<file path="src/rtl/decode_grant_tracker.sv">
// Grant tracker behind the master-side address decoder. It holds the slave grant while
// acknowledgements are outstanding. A switch to another slave waits until every
// outstanding return has arrived, so returns stay in order. Requests to unmapped
// addresses are answered with a single-cycle bus error.
module decode_grant_tracker #(
    parameter int unsigned NS         = 8,
    parameter int unsigned AW         = 32,
    parameter int unsigned DW         = 38,
    parameter int unsigned LGMAXBURST = 4
) (
    input  logic              i_clk,
    input  logic              i_reset_n,
    input  logic              i_cyc,
    input  logic              i_valid,
    output logic              o_stall,
    input  logic [NS:0]       i_decode,
    input  logic [AW-1:0]     i_addr,
    input  logic [DW-1:0]     i_data,
    output logic              o_valid,
    input  logic              i_stall,
    output logic [NS:0]       o_grant,
    output logic [AW-1:0]     o_addr,
    output logic [DW-1:0]     o_data,
    input  logic              i_ack,
    input  logic              i_err,
    output logic              o_ack,
    output logic              o_err,
    output logic              o_busy
);

    localparam int unsigned MaxOut = (1 << LGMAXBURST) - 1;
    localparam logic [LGMAXBURST:0] CntMax = MaxOut[LGMAXBURST:0];

    logic [NS:0]         grant_q, grant_d;
    logic [LGMAXBURST:0] cnt_q, cnt_d;
    logic                berr_pend_q, berr_pend_d;

    logic cnt_zero, match, room, unmapped;
    logic fwd, acc_slave, acc_berr, inc, dec;

    // Request path decisions; all combinational so decoder-to-slave latency is zero.
    always_comb begin
        cnt_zero  = (cnt_q == '0);
        match     = cnt_zero || (i_decode == grant_q);
        room      = (cnt_q < CntMax);
        unmapped  = i_decode[NS];
        fwd       = i_cyc && i_valid && !unmapped && match && room && !berr_pend_q;
        acc_slave = fwd && !i_stall;
        acc_berr  = i_cyc && i_valid && unmapped && cnt_zero && !berr_pend_q;
        inc       = acc_slave;
        dec       = i_cyc && (i_ack || i_err) && !cnt_zero;
    end

    // Outputs to slave and master; a pending bus error stalls the decoder for its cycle.
    always_comb begin
        o_valid = fwd;
        o_stall = i_cyc && (berr_pend_q ||
                  (i_valid && (unmapped ? !cnt_zero : (!match || !room || i_stall))));
        o_ack   = i_cyc && i_ack && !cnt_zero;
        o_err   = i_cyc && ((i_err && !cnt_zero) || berr_pend_q);
        o_grant = grant_q;
        o_addr  = i_addr;
        o_data  = i_data;
        o_busy  = !cnt_zero || berr_pend_q;
    end

    // Next-state: grant only moves while idle; a dropped cycle discards all tracking.
    always_comb begin
        grant_d     = grant_q;
        cnt_d       = cnt_q;
        berr_pend_d = 1'b0;
        if (!i_cyc) begin
            grant_d = '0;
            cnt_d   = '0;
        end else begin
            if (cnt_zero) begin
                grant_d = (acc_slave || acc_berr) ? i_decode : '0;
            end
            unique case ({inc, dec})
                2'b10:   cnt_d = cnt_q + 1'b1;
                2'b01:   cnt_d = cnt_q - 1'b1;
                default: cnt_d = cnt_q;
            endcase
            berr_pend_d = acc_berr;
        end
    end

    // State registers with synchronous active-low reset.
    always_ff @(posedge i_clk) begin
        if (!i_reset_n) begin
            grant_q     <= '0;
            cnt_q       <= '0;
            berr_pend_q <= 1'b0;
        end else begin
            grant_q     <= grant_d;
            cnt_q       <= cnt_d;
            berr_pend_q <= berr_pend_d;
        end
    end

endmodule

</file>
<file path="config.mk">
export PLATFORM = sky130hd
export DESIGN_NAME = decode_grant_tracker
export DESIGN_NICKNAME = d
export VERILOG_FILES = /design/src/rtl/decode_grant_tracker.sv
export SDC_FILE = /design/constraint.sdc
export NUM_CORES = 1
export LEC_CHECK = 0
export ABC_AREA = 1
export CAP_MARGIN = 10
export CORE_ASPECT_RATIO = 1.75
export CORE_UTILIZATION = 28
export DETAILED_ROUTE_END_ITERATION = 12
export GPL_TIMING_DRIVEN = 0
export PLACE_DENSITY = 0.9
export SLEW_MARGIN = 20
export SYNTH_ARGS = -nofsm -noshare
export SYNTH_HDL_FRONTEND = slang
export SYNTH_SLANG_ARGS = --single-unit
</file>
<file path="constraint.sdc">
create_clock -name i_clk -period 3.41 [get_ports i_clk]
set_input_delay 0.682 -clock i_clk [delete_from_list [all_inputs] [get_ports i_clk]]
set_output_delay 0.682 -clock i_clk [all_outputs]
set_load 0.01 [all_outputs]
</file>
==> Yosys cells after proc, flatten, opt, wreduce, memory -nomap -nowiden <==
Cells that the tools add are included.
{ "op_classes": {"add_sub_neg": 2, "magnitude_cmp": 1, "n_eq_ne": 3, "n_mux": 3, "n_reduce_logical": 34} }
{ "ops": {"columns": ["cell", "count"], "rows": [
  ["1-bit logical AND", 17],
  ["5-bit one-hot mux with 2 select lines", 1],
  ["9-bit equality test", 1],
  ["9-bit two-way mux", 1],
  ["1-bit logical OR", 8],
  ["1-bit logical NOT", 6],
  ["5-bit by 1-bit adder with 5-bit output, second input constant", 1],
  ["5-bit logical NOT", 1],
  ["5-bit by 4-bit less-than comparator with 1-bit output, second input constant", 1],
  ["5-bit by 1-bit subtractor with 5-bit output, second input constant", 1],
  ["2-bit by 1-bit equality test with 1-bit output, second input constant", 1],
  ["2-bit equality test, second input constant", 1],
  ["2-bit AND reduction", 1],
  ["2-bit nonzero test", 1],
  ["1-bit two-way mux", 1]
]} }
{ "word_totals": {"regBits": 15, "inputBits": 86, "out_inout_bits": 84} }

==> Logic depth before layout (Yosys ltp) <==
{ "logic_depth": {"depth_word": 9, "depth_mapped": 19, "ltp_nobuf": 19} }

==> Worst setup path before layout <==
No wires, ideal clock.
{ "synth_path": {"kind": "in2reg", "start": "in i_decode[4]", "end": "reg cnt_q[4]", "setup_ns": 0.121, "arrival_time_ns": 2.846, "path_slack_ns": 0.443, "path_stages": 19, "cell_sequence": "inv_1 nand2_1 nand2_1 nand2_1 nor2_1 nand3_1 nand2_1 nand2_1 nor3_1 nand2_1 ha_1 ha_1 nand2_1 nor2_1 a211oi_1 o21ai_0 a21oi_1 nand2_1 nor3b_1"} }
{ "synth_between": {"elab_chain_cells": 8} }
{ "synth_lines": {"columns": ["element", "line_no", "text"], "rows": [
  ["start: declaration", "16", "input logic [NS:0] i_decode,"],
  ["9-bit equality test (*)", "44", "match = cnt_zero || (i_decode == grant_q);"],
  ["1-bit logical OR (*)", "44", null],
  ["1-bit logical AND (*) (3 in series)", "47", "fwd = i_cyc && i_valid && !unmapped && match && room && !berr_pend_q;"],
  ["via o_valid", "19", "output logic o_valid,"],
  ["1-bit logical AND (*)", "48", "acc_slave = fwd && !i_stall;"],
  ["2-bit by 1-bit equality test with 1-bit output or 2-bit equality test (tied branches)", "79", "unique case ({inc, dec})"],
  ["5-bit one-hot mux with 2 select lines or 2-bit nonzero test (tied branches)", null, null],
  ["end signal: assignment", "96", "cnt_q <= cnt_d;"],
  ["end: declaration", "35", "logic [LGMAXBURST:0] cnt_q, cnt_d;"]
]} }
The timed path passes the listed nets; every way through them passes the cells marked *.
A chain may end at the register's enable or synchronous reset.

==> Worst setup path in the final report <==
{ "layout_path": {"start": "in i_decode[2]", "end": "reg cnt_q[4]"} }
{ "layout_between": {"elab_chain_cells": 8} }
{ "layout_lines": {"columns": ["element", "line_no"], "rows": [
  ["9-bit equality test (*)", "44"],
  ["1-bit logical OR (*)", "44"],
  ["1-bit logical AND (*) (3 in series)", "47"],
  ["1-bit logical AND (*)", "48"],
  ["2-bit by 1-bit equality test with 1-bit output or 2-bit equality test (tied branches)", "79"],
  ["5-bit one-hot mux with 2 select lines or 2-bit nonzero test (tied branches)", null]
]} }
Every way passes the cells marked *; elsewhere a longest branch is shown, timed or not.

==> results.json <==
{
  "cp_top_family": "simple AND/OR/NAND/NOR gates",
  "ys_seq_elements": 15,
  "critPathMaxStageDelay_ns": 0.50,
  "timing.rr.start": "o_grant[8]",
  "fp.dieH_um": 99.16,
  "tightest_slew_ns": 0.4685,
  "start_util": 0.2898,
  "cts_buffers": 3,
  "period_share": 0.9705,
  "dieArea_um2": 5703,
  "cp.required_ns": 3.54,
  "seq_area_frac_synth": 0.1988,
  "syn_avg_cell_area_um2": 6.803,
  "nets": 418,
  "clockRootBuffer": "clkbuf_8",
  "drv_slew": 0,
  "core_um2": 5211,
  "cts.sinks": 15,
  "synth_compound_area_frac": 0.08948,
  "slowest_stage": "clkdlybuf4s50_1",
  "postRouteAntennaNets": 0,
  "power_density_nw_per_um2": 245.5,
  "clk_pin_slew_ns": 0.06,
  "hold_path.class": "flop to flop",
  "syn-instance-count": 222,
  "netlist_area_um2": 1510,
  "cts_tree": "built",
  "num_rows": 35,
  "first_global_vias": 1579,
  "clock_skew_ns": 0.001185,
  "io_pins": 170,
  "synth.top_cell.area_share": 0.3480,
  "fin_crit_ns": 3.309,
  "crit_path_max_fanout": 4,
  "htree_levels": 1,
  "status": "finished with violations",
  "grt_antenna_before_repair": 0,
  "post-route-util": 0.5155,
  "routed_wl_um": 5020,
  "critPathCaptureType": "flop",
  "start_kind": "input pin",
  "min_from": "o_grant[7]",
  "hold_viol": 0,
  "path_class": "input pin to flop",
  "cp_common_cell": "nand2_1",
  "grt_usage": 0.1661,
  "final.setup.worst_slack_ns": 0.1006,
  "failed_checks": "DRC",
  "path_cells": "clkdlybuf4s50_1 -> xnor2_1 -> nand2_1 -> nor2_1 -> nand3_1 -> nand2_1 -> nand2_1 -> nor3_2 -> nand2_1 -> ha_4 -> inv_2 -> fa_2 -> nor2_1 -> a211oi_2 -> o21ai_1 -> a21oi_2 -> nand2_1 -> nor3b_1",
  "synth_fa_ha_area_frac": 0.04640,
  "pre_cts_slack_ns": -0.3896,
  "maxCapViolCount": 0,
  "dr.pass1.iters": 9,
  "grt_max_degree": 11,
  "vdd_drop_max_mv": 0.08345,
  "synth.distinct_cells": 24,
  "hpwl_um": 4224,
  "slew_headroom": 0.6877,
  "via_per_inst": 4.430,
  "fin_setup_tns_ns": 0,
  "die_w_um": 57.52,
  "synth_top_family_by_area": "buffers and inverters",
  "synth.largest_area_cell": "buf_4",
  "diodes": 0,
  "synth.area.top_cells": "buf_4 (35%), dfxtp_1 (20%), nand2_1 (11%)",
  "fmax_ghz": 0.3022,
  "crit_buf_inv": 2,
  "synth_xor_area_frac": 0.04640,
  "rsz0062_at_grt": "yes",
  "muxShareOfSynthArea": 0,
  "cts_buffer_depth": 2,
  "post-route-drc-count": 19,
  "syn_to_final_growth_pct": 77.88,
  "critical_path_arrival_ns": 3.44,
  "drtIter0Drc": 50,
  "drive_gt1_frac": 0.2730,
  "portBuffers": 99,
  "grt_pass1_wl_um": 7169,
  "wl_per_cell_um": 13.18,
  "grt.overflow.total": 0,
  "setup_viol": 0,
  "yosys.area_share.simple": 0.1964,
  "p_leak_nw": 1.221,
  "vias": 1688,
  "clock_latency_ns": 0.25,
  "syn_nets": 313,
  "critPathLaunch": "i_decode[2]",
  "place_congestion": 0.8575,
  "ys.warnings.count": 0
}
## kinds of logic (layout without fill, tap and decap cells)
group	after synthesis	count (layout)
buf+inv	100	204
simple gates	70	70
compound gates	24	24
flops	15	15
xor+xnor	8	8
fa+ha+maj	5	5
## cells in the mapped netlist
library cell and n:
nor3_1 1, inv_2 1, nand3_1 2, nor3b_1 1
inv_1 26, buf_4 70, a21oi_1 15, nor2_1 19
nand4_1 1, or3_4 1, ha_1 4, xor2_1 3
o31ai_1 1, fa_1 1, xnor2_1 5, a211oi_1 3
o21ai_0 3, dfxtp_1 15, clkbuf_1 3, nand2_1 43
nand2_4 1, a31oi_1 1, a41oi_1 1, nand4_2 1
## tightest hold or removal path, stage by stage, from the launching register on
cell and delay (ns):
dfxtp_1 0.33, nand2_1 0.07, a21oi_1 0.06
## stage by stage
stage          hold WS, ns  cell area (um2)  power, mW  std cells
2_1_floorplan       0.4708             1510     0.3561        222
3_3_place_gp        0.4777             2570     0.4954        376
3_5_place_dp        0.4895             2570     0.5009        376
4_1_cts             0.4992             2640     0.6502        380
5_1_grt             0.5262             2686     0.6945        381
6_report            0.4960             2686     0.6596        381
## cell usage in the layout (no fill, tap or decap), drive strengths merged
| cell type | instances |
|---|---|
| a211oi | 3 |
| a21oi | 15 |
| a31oi | 1 |
| a41oi | 1 |
| buf | 72 |
| clkbuf | 7 |
| clkdlybuf4s50 | 96 |
| dfxtp | 15 |
| dlymetal6s2s | 2 |
| fa | 1 |
| ha | 4 |
| inv | 27 |
| nand2 | 44 |
| nand3 | 2 |
| nand4 | 2 |
| nor2 | 19 |
| nor3 | 1 |
| nor3b | 1 |
| o21ai | 3 |
| o31ai | 1 |
| or3 | 1 |
| xnor2 | 5 |
| xor2 | 3 |
## metal layers
| metal | share of wire | GRT usage | wire length [um] |
|---|---|---|---|
| met1 | 0.32 | 0.1553 | 1597 |
| met5 | 0 | 0 | 0 |
| met3 | 0.15 | 0.05202 | 728 |
| met4 | 0.017 | 0.03940 | 85 |
| met2 | 0.52 | 0.3327 | 2608 |
## cell type report
class	count	area [um2]
clock buffers	4	45.04
repair buffers	100	1001
flip-flops and latches	15	300.3
inverters	27	101.3
fillers	484	2525
plain buffers	73	536.8
well taps	55	68.82
multi-input cells	107	633.1
## worst paths after layout
kind | end | slack (ns) | depth (start not counted)
min | o_grant[7] | 0.50 | 2
max | cnt_q[4] | 0.10 | 18
min reg2reg | o_grant[7] | 0.50 | 2
max reg2reg | cnt_q[4] | 0.60 | 17
## power by group
| part | internal, mW | leakage (nW) | total (mW) | switching, mW |
|---|---|---|---|---|
| combinational | 0.190 | 1.08 | 0.325 | 0.135 |
| clock | 0.0829 | 0.0228 | 0.148 | 0.0652 |
| sequential | 0.181 | 0.121 | 0.187 | 0.00603 |
| total | 0.453 | 1.22 | 0.660 | 0.206 |
## state kept, by name, indices dropped and copies added (netlist names)
name	flops
o_grant	9
berr_pend_q	1
cnt_q	5
## timing repair
| action | 4_1_cts | 5_1_grt |
|---|---|---|
| setup endpoints to repair | 1 | 2 |
| resized for setup | 4 | 11 |
| buffers inserted | 0 | 1 |
| endpoints found under the hold margin | 0 | 0 |
| pin swaps | 0 | 3 |
| hold buffers | 0 | 0 |
No activity file was read; power rests on OpenSTA's default activity.
